$ cat src/rtl/lsu_pkg.sv
// Shared types and lane helpers for the load/store unit: funct3 encodings,
// FSM states, and the byte/halfword extract and merge functions.
package lsu_pkg;

    localparam int LSU_XLEN = 32;

    localparam logic [2:0] F3_B  = 3'b000;
    localparam logic [2:0] F3_H  = 3'b001;
    localparam logic [2:0] F3_W  = 3'b010;
    localparam logic [2:0] F3_BU = 3'b100;
    localparam logic [2:0] F3_HU = 3'b101;

    typedef enum logic [2:0] {
        S_IDLE,
        S_READ,
        S_RMW_RD,
        S_WRITE,
        S_RESP
    } lsu_state_t;

    function automatic logic [LSU_XLEN-1:0] lane_extract(
        input logic [LSU_XLEN-1:0] word,
        input logic [1:0]          off,
        input logic [2:0]          funct3
    );
        logic [7:0]  b;
        logic [15:0] h;
        b = word[{off, 3'b000} +: 8];
        h = off[1] ? word[31:16] : word[15:0];
        case (funct3)
            F3_B:    lane_extract = {{24{b[7]}}, b};
            F3_BU:   lane_extract = {24'b0, b};
            F3_H:    lane_extract = {{16{h[15]}}, h};
            F3_HU:   lane_extract = {16'b0, h};
            default: lane_extract = word;
        endcase
    endfunction

    // Only the low two funct3 bits matter here: stores never carry the unsigned bit.
    function automatic logic [LSU_XLEN-1:0] lane_merge(
        input logic [LSU_XLEN-1:0] old,
        input logic [LSU_XLEN-1:0] wdata,
        input logic [1:0]          off,
        input logic [2:0]          funct3
    );
        logic [LSU_XLEN-1:0] m;
        m = old;
        case (funct3[1:0])
            2'b00:   m[{off, 3'b000} +: 8]     = wdata[7:0];
            2'b01:   m[{off[1], 4'b0000} +: 16] = wdata[15:0];
            default: m = wdata;
        endcase
        lane_merge = m;
    endfunction

endpackage

$ cat src/rtl/lsu_mem_master_if.sv
// Request/response handshake plus the data_mem strobe bus of the LSU.
// master = the LSU itself; slave = the core/memory side driving it.
interface lsu_mem_master_if #(
    parameter int XLEN = 32
);
    logic            req_valid;
    logic            req_ready;
    logic            req_we;
    logic [2:0]      req_funct3;
    logic [XLEN-1:0] req_addr;
    logic [XLEN-1:0] req_wdata;
    logic            resp_valid;
    logic [XLEN-1:0] resp_rdata;
    logic            resp_err;
    logic            MemRead;
    logic            MemWrite;
    logic [XLEN-1:0] addr;
    logic [XLEN-1:0] write_data;
    logic [XLEN-1:0] read_data;

    modport master (
        input  req_valid, req_we, req_funct3, req_addr, req_wdata, read_data,
        output req_ready, resp_valid, resp_rdata, resp_err,
               MemRead, MemWrite, addr, write_data
    );

    modport slave (
        output req_valid, req_we, req_funct3, req_addr, req_wdata, read_data,
        input  req_ready, resp_valid, resp_rdata, resp_err,
               MemRead, MemWrite, addr, write_data
    );
endinterface

$ cat src/rtl/lsu_align.sv
// Combinational lane logic: load extraction/extension and SB/SH word merge.
module lsu_align
    import lsu_pkg::*;
(
    input  logic [LSU_XLEN-1:0] rd_word_i,
    input  logic [LSU_XLEN-1:0] wdata_i,
    input  logic [1:0]          off_i,
    input  logic [2:0]          funct3_i,
    output logic [LSU_XLEN-1:0] ext_o,
    output logic [LSU_XLEN-1:0] merged_o
);
    assign ext_o    = lane_extract(rd_word_i, off_i, funct3_i);
    assign merged_o = lane_merge(rd_word_i, wdata_i, off_i, funct3_i);
endmodule

$ cat src/rtl/lsu_mem_master.sv
// Load/store unit master port to data_mem: one request at a time, RMW for SB/SH.
// Optional LSU_STATS_EN adds saturating load/store/error counters.
module lsu_mem_master
    import lsu_pkg::*;
#(
    parameter int XLEN      = 32,
    parameter int MEM_BYTES = 1024
) (
    input  logic              clk,
    input  logic              rst_n,
    lsu_mem_master_if.master  bus
`ifdef LSU_STATS_EN
    ,
    output logic [15:0]       stat_loads,
    output logic [15:0]       stat_stores,
    output logic [15:0]       stat_errs
`endif
);

    lsu_state_t      state_q, state_d;
    logic            we_q, we_d;
    logic [2:0]      funct3_q, funct3_d;
    logic [XLEN-1:0] addr_q, addr_d;
    logic [XLEN-1:0] wdata_q, wdata_d;
    logic [XLEN-1:0] wword_q, wword_d;
    logic [XLEN-1:0] rdata_q, rdata_d;
    logic            err_q, err_d;

    logic            f3_ok, align_ok, illegal;
    logic [XLEN-1:0] ext, merged;

    lsu_align u_align (
        .rd_word_i (bus.read_data),
        .wdata_i   (wdata_q),
        .off_i     (addr_q[1:0]),
        .funct3_i  (funct3_q),
        .ext_o     (ext),
        .merged_o  (merged)
    );

    // Unsigned funct3 codes are load-only; anything else unlisted is illegal.
    always_comb begin
        f3_ok    = 1'b0;
        align_ok = 1'b1;
        case (bus.req_funct3)
            F3_B:    f3_ok = 1'b1;
            F3_H:    begin f3_ok = 1'b1;         align_ok = ~bus.req_addr[0]; end
            F3_W:    begin f3_ok = 1'b1;         align_ok = (bus.req_addr[1:0] == 2'b00); end
            F3_BU:   f3_ok = ~bus.req_we;
            F3_HU:   begin f3_ok = ~bus.req_we;  align_ok = ~bus.req_addr[0]; end
            default: f3_ok = 1'b0;
        endcase
        illegal = ~f3_ok | ~align_ok | (bus.req_addr >= XLEN'(MEM_BYTES));
    end

    always_ff @(posedge clk or negedge rst_n) begin
        if (!rst_n) begin
            state_q  <= S_IDLE;
            we_q     <= 1'b0;
            funct3_q <= '0;
            addr_q   <= '0;
            wdata_q  <= '0;
            wword_q  <= '0;
            rdata_q  <= '0;
            err_q    <= 1'b0;
        end else begin
            state_q  <= state_d;
            we_q     <= we_d;
            funct3_q <= funct3_d;
            addr_q   <= addr_d;
            wdata_q  <= wdata_d;
            wword_q  <= wword_d;
            rdata_q  <= rdata_d;
            err_q    <= err_d;
        end
    end

    always_comb begin
        state_d  = state_q;
        we_d     = we_q;
        funct3_d = funct3_q;
        addr_d   = addr_q;
        wdata_d  = wdata_q;
        wword_d  = wword_q;
        rdata_d  = rdata_q;
        err_d    = err_q;
        case (state_q)
            S_IDLE: begin
                if (bus.req_valid) begin
                    we_d     = bus.req_we;
                    funct3_d = bus.req_funct3;
                    addr_d   = bus.req_addr;
                    wdata_d  = bus.req_wdata;
                    rdata_d  = '0;
                    err_d    = illegal;
                    if (bus.req_we) wword_d = bus.req_wdata;
                    if (illegal)                      state_d = S_RESP;
                    else if (!bus.req_we)             state_d = S_READ;
                    else if (bus.req_funct3 == F3_W)  state_d = S_WRITE;
                    else                              state_d = S_RMW_RD;
                end
            end
            S_READ: begin
                rdata_d = ext;
                state_d = S_RESP;
            end
            S_RMW_RD: begin
                wword_d = merged;
                state_d = S_WRITE;
            end
            S_WRITE: state_d = S_RESP;
            S_RESP:  state_d = S_IDLE;
            default: state_d = S_IDLE;
        endcase
    end

    // Strobes decode registered state only, so they cannot glitch within a cycle.
    assign bus.req_ready  = (state_q == S_IDLE);
    assign bus.resp_valid = (state_q == S_RESP);
    assign bus.resp_err   = err_q & (state_q == S_RESP);
    assign bus.resp_rdata = rdata_q;
    assign bus.MemRead    = (state_q == S_READ) | (state_q == S_RMW_RD);
    assign bus.MemWrite   = (state_q == S_WRITE) & we_q;
    assign bus.addr       = {addr_q[XLEN-1:2], 2'b00};
    assign bus.write_data = wword_q;

`ifdef LSU_STATS_EN
    logic [15:0] ld_cnt_q, st_cnt_q, er_cnt_q;

    always_ff @(posedge clk or negedge rst_n) begin
        if (!rst_n) begin
            ld_cnt_q <= '0;
            st_cnt_q <= '0;
            er_cnt_q <= '0;
        end else if (state_q == S_RESP) begin
            if (err_q)     er_cnt_q <= er_cnt_q + {15'b0, er_cnt_q != 16'hFFFF};
            else if (we_q) st_cnt_q <= st_cnt_q + {15'b0, st_cnt_q != 16'hFFFF};
            else           ld_cnt_q <= ld_cnt_q + {15'b0, ld_cnt_q != 16'hFFFF};
        end
    end

    assign stat_loads  = ld_cnt_q;
    assign stat_stores = st_cnt_q;
    assign stat_errs   = er_cnt_q;
`endif

endmodule

$ cat src/flat_wrapper.sv
// flat-port wrapper written by rule: the top's interface ports become plain ports
module lsu_mem_master_flat import lsu_pkg::*;
#(
    parameter int XLEN      = 32,
    parameter int MEM_BYTES = 1024
)
  (clk, rst_n, bus_req_valid, bus_req_we, bus_req_funct3, bus_req_addr, bus_req_wdata, bus_read_data, bus_req_ready, bus_resp_valid, bus_resp_rdata, bus_resp_err, bus_MemRead, bus_MemWrite, bus_addr, bus_write_data);
  lsu_mem_master_if #(.XLEN(XLEN)) bus_i ();
  input  logic clk;
  input  logic rst_n;
  input wire logic [$bits(bus_i.req_valid)-1:0] bus_req_valid;
  input wire logic [$bits(bus_i.req_we)-1:0] bus_req_we;
  input wire logic [$bits(bus_i.req_funct3)-1:0] bus_req_funct3;
  input wire logic [$bits(bus_i.req_addr)-1:0] bus_req_addr;
  input wire logic [$bits(bus_i.req_wdata)-1:0] bus_req_wdata;
  input wire logic [$bits(bus_i.read_data)-1:0] bus_read_data;
  output wire logic [$bits(bus_i.req_ready)-1:0] bus_req_ready;
  output wire logic [$bits(bus_i.resp_valid)-1:0] bus_resp_valid;
  output wire logic [$bits(bus_i.resp_rdata)-1:0] bus_resp_rdata;
  output wire logic [$bits(bus_i.resp_err)-1:0] bus_resp_err;
  output wire logic [$bits(bus_i.MemRead)-1:0] bus_MemRead;
  output wire logic [$bits(bus_i.MemWrite)-1:0] bus_MemWrite;
  output wire logic [$bits(bus_i.addr)-1:0] bus_addr;
  output wire logic [$bits(bus_i.write_data)-1:0] bus_write_data;
  assign bus_i.req_valid = bus_req_valid;
  assign bus_i.req_we = bus_req_we;
  assign bus_i.req_funct3 = bus_req_funct3;
  assign bus_i.req_addr = bus_req_addr;
  assign bus_i.req_wdata = bus_req_wdata;
  assign bus_i.read_data = bus_read_data;
  assign bus_req_ready = bus_i.req_ready;
  assign bus_resp_valid = bus_i.resp_valid;
  assign bus_resp_rdata = bus_i.resp_rdata;
  assign bus_resp_err = bus_i.resp_err;
  assign bus_MemRead = bus_i.MemRead;
  assign bus_MemWrite = bus_i.MemWrite;
  assign bus_addr = bus_i.addr;
  assign bus_write_data = bus_i.write_data;
  lsu_mem_master #(.XLEN(XLEN), .MEM_BYTES(MEM_BYTES)) u_core (.clk(clk), .rst_n(rst_n), .bus(bus_i));
endmodule
$ cat config.mk
export PLATFORM = sky130hd
export DESIGN_NAME = lsu_mem_master_flat
export DESIGN_NICKNAME = d
export VERILOG_FILES = /design/src/rtl/lsu_pkg.sv /design/src/rtl/lsu_mem_master_if.sv /design/src/rtl/lsu_align.sv /design/src/rtl/lsu_mem_master.sv /design/src/flat_wrapper.sv
export SDC_FILE = /design/constraint.sdc
export NUM_CORES = 1
export LEC_CHECK = 0
export CAP_MARGIN = 15
export CORE_ASPECT_RATIO = 0.5
export CORE_UTILIZATION = 46
export DETAILED_ROUTE_END_ITERATION = 7
export GPL_ROUTABILITY_DRIVEN = 1
export PLACE_DENSITY = 0.78
export REMOVE_ABC_BUFFERS = 1
export SLEW_MARGIN = 20
export SYNTH_ARGS = -nofsm -noshare
export SYNTH_HDL_FRONTEND = slang
export SYNTH_SLANG_ARGS = --single-unit
$ cat constraint.sdc
create_clock -name clk -period 3.4 [get_ports clk]
set_clock_uncertainty 0.1 [all_clocks]
set_input_delay 0.51 -clock clk [delete_from_list [all_inputs] [get_ports clk]]
set_output_delay 0.51 -clock clk [all_outputs]
set_load 0.005 [all_outputs]
==> out/qor.csv <==
metric,value,unit
fin nets,1057,
CP arrival,2.40,ns
Leak,4.260,nW
post_cts resized,0,
status,"complete, no violations",
Bufs on Longest Clock Path,2,
crit-path leading delay family,simple AND/OR/NAND/NOR gates,
Area Growth Syn to Fin,34.27,%
Rows,31,
Synth Cell Area,7123,um^2
All-Layer GR Usage,27.70,%
Slew Limit Headroom,34.99,%
crit-path cells,or3b_1 > nand2b_1 > clkdlybuf4s50_1,
switching share of power,29.07,%
H-tree Lvls,4,
most instantiated library cell after synthesis,nand2_1,
ys flop type,dfrtp_1,
CP Launch Point,u_core.state_q[1]$_DFFE_PN0P_,
Tmin final,3.009,ns
routed length per instance,18.70,um
hold crit path type,in -> async,
Synth top area share,47.78,%
number of DRC markers in iteration 0,676,
Placer Congestion,0.8325,
Vias,6583,
ys async rst share,100.0,%
router iterations before antenna repair,5,
layout cell share with drive strength beyond 1,7.692,%
max incr delay on CP,0.70,ns
crit path max fanout,18,
CTS Root Buffer Type,clkbuf_16,
Startpoint Class,flop,
yosys warns,0,
buffer and inverter count on the worst path,1,
chip width,178.0,um
critical path type,reg -> out,
Least-Margin Pin Slew,0.9752,ns
RSZ-0062 raised after global routing,no,
Logic pwr share,21.1,%
Mapped Cells,806,
vias in the first global route,6426,
fillers,1201,
clock share of power,38.6,%
"EDFF count, synth",0,
Post-synth top cells,"274 x nand2_1, 136 x dfrtp_1, 45 x o21ai_0",
Final Hold Fails,0,
Clock Pin Slew Worst Setup and Hold Paths,0.06,ns
Post-CTS Setup Inserts,0,
Initial Utilization,48.20,%
fmax,0.3323,GHz
Die H,89.99,um
slowest CP cell,or3b_1,
Final WS setup,0.3906,ns
Power Dens Cells,501.2,nW/um^2
hold_buf cts,0,
drc violations,0,
Yosys cell types,54,
Seq pwr share,40.3,%
first-pass GRT wire length,34340,um
Overflow after GRT,0,
max-slew violation count,0,
"area leader, netlist",dfrtp_1,
Die Area,16020,um^2
pre-CTS setup slack,0.8647,ns
Port Buffers,201,
Seq cells post-synth,136,
I/O pin total,204,
reg-to-reg startpoint,u_core.addr_q[0]$_DFFE_PN0P_,
CTS tree,yes,
CTS Sinks,136,
vias per cell,5.675,
final setup vio count,0,
Ant. Diodes,0,
synthesized area per cell,8.838,um^2
largest net degree at the start of global routing,78,
Routed WL,21690,um
Setup crit end kind,output port,
CTS buffer count,17,
Skew-Pair Late Insertion Delay,0.42,ns
Psw,1.394,mW
Placeable Area,14780,um^2
internal cell power,3.400,mW
max-cap viol count,0,
Tcrit/Tclk final,88.51,%
DPL Wire Length,14850,um
top post-synthesis cells by area,"dfrtp_1 48%, nand2_1 14%, mux2i_1 4.4%, buf_4 3.6%, o21ai_0 3.2%",
initial antenna violation count,0,
ANT nets after route,0,
required time worst endpoint,2.79,ns
Layout Utilization,64.72,%
VDD IR-drop max,0.3670,mV
sequential share of the synthesized area,47.78,%
-- worst paths after layout --
kind                                                    endpoint  slack, ns  cells after the start
min reg2reg                        u_core.addr_q[10]$_DFFE_PN0P_       0.37                      2
min in group clk                   u_core.addr_q[10]$_DFFE_PN0P_       0.37                      2
min                                u_core.addr_q[11]$_DFFE_PN0P_       0.02                      1
max in group asynchronous  u_core.bus.write_data[14]$_DFFE_PN0P_       2.37                      2
max reg2reg                 u_core.bus.write_data[5]$_DFFE_PN0P_       0.80                      6
max                                                  bus_MemRead       0.39                      3
-- worst reg2reg max path, cell delays in order (launching register included) --
cell       delay, ns
dfrtp_1         0.49
inv_1           0.17
ha_1            0.36
nand4bb_1       0.20
o211ai_1        0.76
a221oi_1        0.23
o21ai_0         0.20
-- cell type report --
type | count | area [um^2] | share of cell area (%)
sequential | 136 | 3403 | 35.58
inverter | 5 | 18.77 | 0.1962
timing repair buffer | 213 | 2128 | 22.25
multi-input combinational | 576 | 3181 | 33.25
clock inverter | 13 | 142.6 | 1.491
clock buffer | 19 | 442.9 | 4.631
tap | 198 | 247.7 | 2.590
-- metal layers --
layer / vias to the layer above / part of all wire, % / global-route usage (%)
li1: 3032 / - / -
met5: - / 0 / 0
met4: 0 / 1.7 / 7.479
met3: 43 / 9.2 / 7.783
met2: 330 / 47 / 43.13
met1: 3178 / 43 / 37.79
-- placed cells by master (no fill, tap or decap), drive strengths merged, types with 7 or more instances in the layout --
cell type	synthesis	layout
a211oi	9	9
a21boi	15	15
a221o	8	8
a221oi	16	16
a22oi	16	16
a311oi	8	8
a31oi	16	16
buf	69	13
clkbuf	21	19
clkdlybuf4s50	0	200
dfrtp	136	136
inv	4	8
mux2i	31	31
nand2	274	274
nand2b	7	7
nor2	38	38
nor3	19	19
nor4	7	7
o21ai	59	59
o221ai	7	7
or2	8	8
-- kinds of logic after synthesis --
kind of cell,share of synthesized area (%)
compound gates,16.83
simple gates,21.85
flops,47.78
mux,4.830
fa+ha+maj,0.8783
other cells,0.05265
buf+inv,7.781
-- state kept, by name, summed over array words and instances (netlist names) --
name,count
u_core.err_q,1
u_core.funct3_q,3
u_core.wdata_q,32
u_core.we_q,1
u_core.state_q,3
u_core.bus.write_data,32
u_core.bus.resp_rdata,32
u_core.addr_q,32
-- metrics by stage --
| step | area, um^2 | std cells | setup TNS (ns) | power, mW | hold slack, ns |
|---|---|---|---|---|---|
| floorplan | 6591 | 717 | -377.63 | 2.362 | 0.1144 |
| global placement | 8979 | 1128 | 0 | 2.926 | 0.3570 |
| detailed placement | 8979 | 1128 | 0 | 2.952 | 0.3616 |
| CTS | 9564 | 1160 | 0 | 4.807 | 0.06042 |
| global route | 9564 | 1160 | 0 | 5.008 | 0.09193 |
| finish | 9564 | 1160 | 0 | 4.794 | 0.02362 |
-- power groups by stage --
stage | Clock (mW) | Sequential [mW] | Combinational [mW]
6_report | 1.85 | 1.93 | 1.01
5_1_grt | 1.96 | 1.95 | 1.10
3_3_place_gp | 0 | 1.95 | 0.976
3_5_place_dp | 0 | 1.95 | 1.00
4_1_cts | 1.87 | 1.93 | 1.01
2_1_floorplan | 0 | 1.96 | 0.403
Note: power is estimated with default switching activity, not from simulation.
